`src/rtl/program_loader_arbiter.sv`:
```
// Boot loader and instruction-RAM arbiter: streams a header plus little-endian words into RAM,
// then hands the RAM port to the core fetch path. Define LOADER_CHECKSUM_EN to require a trailing checksum byte.
module program_loader_arbiter #(
  parameter int MEMORY_DEPTH = 32,
  parameter int DATA_WIDTH   = 32,
  parameter int ADDR_BITS    = $clog2(MEMORY_DEPTH)
) (
  input  logic                  clk,
  input  logic                  reset,
  input  logic                  start_i,
  input  logic [7:0]            byte_i,
  input  logic                  byte_valid_i,
  output logic                  byte_ready_o,
  input  logic [DATA_WIDTH-1:0] cpu_fetch_addr_i,
  output logic [DATA_WIDTH-1:0] cpu_instruction_o,
  output logic                  cpu_hold_o,
  output logic                  mem_we_o,
  output logic [ADDR_BITS-1:0]  mem_addr_o,
  output logic [DATA_WIDTH-1:0] mem_wdata_o,
  input  logic [DATA_WIDTH-1:0] mem_rdata_i,
  output logic                  load_done_o,
  output logic                  error_o
);

`ifdef LOADER_CHECKSUM_EN
  typedef enum logic [2:0] {IDLE, HDR0, HDR1, DATA, WRITE, CHK, RUN, ERROR} state_t;
`else
  typedef enum logic [2:0] {IDLE, HDR0, HDR1, DATA, WRITE, RUN, ERROR} state_t;
`endif

  state_t                state_q;
  logic [15:0]           len_q;
  logic [ADDR_BITS-1:0]  idx_q;
  logic [1:0]            byteCnt_q;
  logic [DATA_WIDTH-1:0] word_q;
  logic [15:0]           hdrCount_d;
  logic [15:0]           idxNext_d;
  logic                  accept;
  logic                  unusedFetch;

  assign accept     = byte_valid_i && byte_ready_o;
  assign hdrCount_d = {byte_i, len_q[7:0]};
  assign idxNext_d  = 16'(idx_q) + 16'd1;

`ifdef LOADER_CHECKSUM_EN
  logic [7:0] sum_q;
  logic [7:0] sumCheck_d;
  assign sumCheck_d = sum_q + byte_i;
`endif

  always_ff @(posedge clk) begin
    if (reset) begin
      state_q   <= IDLE;
      len_q     <= '0;
      idx_q     <= '0;
      byteCnt_q <= '0;
      word_q    <= '0;
`ifdef LOADER_CHECKSUM_EN
      sum_q     <= '0;
`endif
    end else begin
      case (state_q)
        IDLE, RUN, ERROR: begin
          if (start_i) begin
            state_q <= HDR0;
`ifdef LOADER_CHECKSUM_EN
            sum_q   <= '0;
`endif
          end
        end
        HDR0: begin
          if (accept) begin
            len_q[7:0] <= byte_i;
            state_q    <= HDR1;
          end
        end
        HDR1: begin
          if (accept) begin
            len_q[15:8] <= byte_i;
            idx_q       <= '0;
            byteCnt_q   <= '0;
            if (hdrCount_d == 16'd0 || hdrCount_d > 16'(MEMORY_DEPTH))
              state_q <= ERROR;
            else
              state_q <= DATA;
          end
        end
        DATA: begin
          if (accept) begin
            word_q[{byteCnt_q, 3'b000} +: 8] <= byte_i;
            byteCnt_q <= byteCnt_q + 2'd1;
`ifdef LOADER_CHECKSUM_EN
            sum_q     <= sumCheck_d;
`endif
            if (byteCnt_q == 2'd3) state_q <= WRITE;
          end
        end
        WRITE: begin
          idx_q <= idx_q + 1'b1;
          if (idxNext_d == len_q) begin
`ifdef LOADER_CHECKSUM_EN
            state_q <= CHK;
`else
            state_q <= RUN;
`endif
          end else begin
            state_q <= DATA;
          end
        end
`ifdef LOADER_CHECKSUM_EN
        CHK: begin
          if (accept) state_q <= (sumCheck_d == 8'h00) ? RUN : ERROR;
        end
`endif
        default: state_q <= IDLE;
      endcase
    end
  end

  // Outputs are pure decodes of the state register, except the RUN-time fetch path which must be zero-latency.
`ifdef LOADER_CHECKSUM_EN
  assign byte_ready_o = (state_q == HDR0) || (state_q == HDR1) || (state_q == DATA) || (state_q == CHK);
`else
  assign byte_ready_o = (state_q == HDR0) || (state_q == HDR1) || (state_q == DATA);
`endif
  assign cpu_hold_o        = (state_q != RUN);
  assign load_done_o       = (state_q == RUN);
  assign error_o           = (state_q == ERROR);
  assign mem_we_o          = (state_q == WRITE);
  assign mem_wdata_o       = word_q;
  assign mem_addr_o        = (state_q == RUN) ? cpu_fetch_addr_i[ADDR_BITS+1:2] : idx_q;
  assign cpu_instruction_o = (state_q == RUN) ? mem_rdata_i : DATA_WIDTH'(32'h0000_0013);

  assign unusedFetch = ^{cpu_fetch_addr_i[DATA_WIDTH-1:ADDR_BITS+2], cpu_fetch_addr_i[1:0]};

endmodule
```
`config.mk`:
```
export PLATFORM = sky130hd
export DESIGN_NAME = program_loader_arbiter
export DESIGN_NICKNAME = d
export VERILOG_FILES = /design/src/rtl/program_loader_arbiter.sv
export SDC_FILE = /design/constraint.sdc
export NUM_CORES = 1
export LEC_CHECK = 0
export CAP_MARGIN = 40
export CELL_PAD_IN_SITES_DETAIL_PLACEMENT = 2
export CELL_PAD_IN_SITES_GLOBAL_PLACEMENT = 2
export CORE_MARGIN = 1
export CORE_UTILIZATION = 18
export CTS_CLUSTER_DIAMETER = 60
export CTS_CLUSTER_SIZE = 20
export DETAILED_ROUTE_END_ITERATION = 7
export PLACE_DENSITY_LB_ADDON = 0.08
export RECOVER_POWER = 100
export SYNTH_ARGS = -nofsm -noshare
export SYNTH_HDL_FRONTEND = slang
export SYNTH_SLANG_ARGS = --single-unit
```
`constraint.sdc`:
```
create_clock -name clk -period 1.7 [get_ports clk]
set_input_delay 0.34 -clock clk [delete_from_list [all_inputs] [get_ports clk]]
set_output_delay 0.34 -clock clk [all_outputs]
set_load 0.005 [all_outputs]
```
==> flow_summary.toml, run 1 <==
[final_layout]
areaGrowthSynthToFinish_pct = 87.18
fin_util_pct = 34.83
layoutNonFillerInstCount = 770
antennaDiodeCount = 0
layout_commonest_cell = "nand2_1"
drive_gt1_share_pct = 32.92
layout_common_cells = "75 x nand2_1, 53 x a21oi_1, 50 x dfxtp_1"
nNetsFinal = 637

[critical_path]
cp.required_ns = 1.36
cp-start-kind = "flop"
r2r-end = "state_q[1]"
r2r-start = "len_q[10]"
r2r_setup_slack_ns = -0.03
worstPathMaxFanout = 8
end_kind = "output pin"
arrival_ns = 1.44
path_class = "flop to output pin"
reg2regPathDepth = 5

[clock_network]
path_clk_slew_ns = 0.05
cts_tree = "done"
cts_root_buf = "clkbuf_16"
clock_sinks = 58
postCtsHoldBufs = 0
cts_buffers = 9
clockBufferDepth = 2
ctsHtreeMaxLevel = 3
clock_latency_ns = 0.32

[global_routing]
grt_pass1_vias = 3693
antenna_found_initial = 0
grt_pass1_wl_um = 20100
grt-ovfl-total = 0
use_met2_pct = 28.48
met3_usage_pct = 3.548
grt_util_met1_pct = 19.52
grt_start_max_net_pins = 37
top_usage_layer = "met2"
grt.total_usage_pct = 16.17

[floorplan]
io_pins = 150
fp.dieW_um = 128.1
die_area_um2 = 16400
num_rows = 45
coreArea_um2 = 15370
start_util_pct = 18.61
die_h_um = 128.1

[drt]
drt-total-wl_um = 12910
vias = 3408
drtPass1Iterations = 4
vias_per_cell = 4.426
drtIter0Drc = 71
wl_per_cell_um = 16.76
ant_nets = 0
drc = 0

[synthesis]
synth_top_area_share_pct = 40.59
yosysUniqueCellTypes = 38
synth-adder-area-share_pct = 3.062
ys_seq_elements = 58
synth_compound_area_share_pct = 13.12
synthXorXnorAreaFrac_pct = 2.450
synth.avg_cell_area_um2 = 7.449
synth_simple_gate_area_share_pct = 36.31
synth_mux_area_share_pct = 0
synthCells = 384
synth_warnings = 0
seq_area_frac_synth_pct = 40.59
synth_top_family_by_area = "simple AND/OR/NAND/NOR gates"
synthTopCellsByArea = "dfxtp_1 41%, nand2_1 11%, a21oi_1 10%"
synth.largest_area_cell = "dfxtp_1"
synth_area_um2 = 2860
mappedNetlistNets = 467

[power_and_ir_drop]
p_leak_nw = 2.245
p_switching_mw = 0.9324
p_comb_share_pct = 14.5
p_int_mw = 2.997
ir_worst_vdd_v = 0.0003827
p_sw_share_pct = 23.73
power_frac_seq_pct = 35.9
power_density_nw_per_um2 = 734.0
power_frac_clock_pct = 49.6

[min_path]
hold_path.startpoint = "reset"
hp-class = "input pin to flop"
whs_path_depth = 2
holdPathEnd = "state_q[0]"

[sta]
fin_skew_ns = 0.005870
worst_slew_pin_slew_ns = 0.3270
hold_violations = 0
setup_viol = 25
rsz0062_at_grt = "true"
fin_crit_ns = 1.778
timing.final.ws_setup_ns = -0.07799
slew_violations = 0
period_share_pct = 104.6
maxSlewHeadroom_pct = 78.12
fmax_mhz = 562.4
finalSetupTns_ns = -0.6219

[run_status]
status = "complete, but fails checks"
violations = "setup timing"

[run]
maxCapViolCount = 0

[place]
dp.cells = 741
portBuffers = 122
globalplace.congestion = 0.7023
dp_hpwl_um = 9096
## power groups by stage
stage	Clock, mW	Sequential, mW	Combinational, mW
after floorplan	0	1.43	0.182
after global placement	0	1.43	0.473
after global routing	2.09	1.41	0.617
after CTS	2.01	1.41	0.552
after detailed placement	0	1.43	0.484
final	1.95	1.41	0.569
## how the worst max path moves through the flow
stage / depth (start not counted) / from / to
after floorplan: 5 / byteCnt_q[0] / mem_wdata_o[13]
after global routing: 6 / state_q[2] / cpu_instruction_o[16]
final: 6 / state_q[2] / cpu_instruction_o[16]
after CTS: 7 / state_q[2] / cpu_instruction_o[17]
after global placement: 6 / byte_i[1] / state_q[2]
after detailed placement: 6 / byte_i[1] / state_q[2]
## cell usage after synthesis
library cell and number:
a21oi_1 57, a221oi_1 1, a22o_1 1, a22oi_1 1, a311oi_1 1, and2_0 1
and2_1 5, and3_1 32, buf_2 8, clkbuf_1 15, clkbuf_2 1, clkinv_1 1
dfxtp_1 58, ha_1 7, inv_1 6, nand2_1 86, nand2b_1 5, nand3_1 38
nand3b_1 2, nand4_1 3, nor2_1 12, nor2_2 1, nor2b_1 1, nor2b_2 1
nor3_1 5, nor3_2 1, nor3_4 1, nor3b_1 5, nor4_1 2, o2111ai_1 1
o21ai_0 7, o21ai_1 1, o31ai_1 1, or2_2 1, or3_1 3, or4_1 4
xnor2_1 4, xor2_1 4
## through the flow
step	setup slack [ns]	instance area (µm²)	power [mW]	hold WS, ns
CTS	-0.1772	5236	3.974	0.3340
floorplan	-0.07059	2860	1.608	0.4313
detailed placement	-0.4485	4624	1.915	0.4486
finish	-0.07799	5354	3.930	0.3416
global placement	-0.4449	4624	1.903	0.4409
global route	-0.1454	5354	4.117	0.3402
## layout make-up
type / instances / area, µm²
Fill cell: 1764 / 10020
Multi-Input combinational cell: 295 / 1843
Timing Repair Buffer: 183 / 1713
Sequential cell: 58 / 1174
Tap cell: 211 / 264.0
Clock buffer: 10 / 239.0
Clock inverter: 6 / 80.08
Inverter: 7 / 41.29
## layer usage
metal,wire length [µm],vias to the layer above
li1,-,1660
met1,5760,1640
met2,6396,97
met3,598,11
met4,153,0
met5,0,-
## what timing repair did
| item | 4_1_cts | 5_1_grt |
|---|---|---|
| endpoints found under the hold margin | 0 | 0 |
| setup endpoints to repair | 67 | 73 |
| pin swaps | 24 | 13 |
| gates resized for setup | 238 | 45 |
| buffers inserted | 11 | 1 |
| cloned | 3 | 0 |
## critical path: stages, from the launching register on
cell and delay (ns):
dfxtp_2 0.33, nor2b_4 0.18, buf_12 0.14, buf_12 0.12
buf_6 0.09, and3_4 0.17, buf_6 0.09
## registers in the layout (all words and copies together), names as in the netlist
name and flops:
byteCnt_q 2, idx_q 5, mem_wdata_o 32, state_q 3, len_q 16
## cell families (layout without fill, tap and decap cells)
family	count (synthesis)	after routing
adders and majority gates	7	7
and+or+nand+nor	209	209
xor gates and xnor gates	8	8
DFF	58	58
AOI/OAI and AO/OA	71	71
buffers and inverters	31	206
Power figures use the tool's default switching activity.
==> inputs of run 2 (changes only) <==
CAP_MARGIN = default   (was 40)
==> results of run 2 <==
Same layout as run 1: the final DEF is identical, and so are final timing and power.
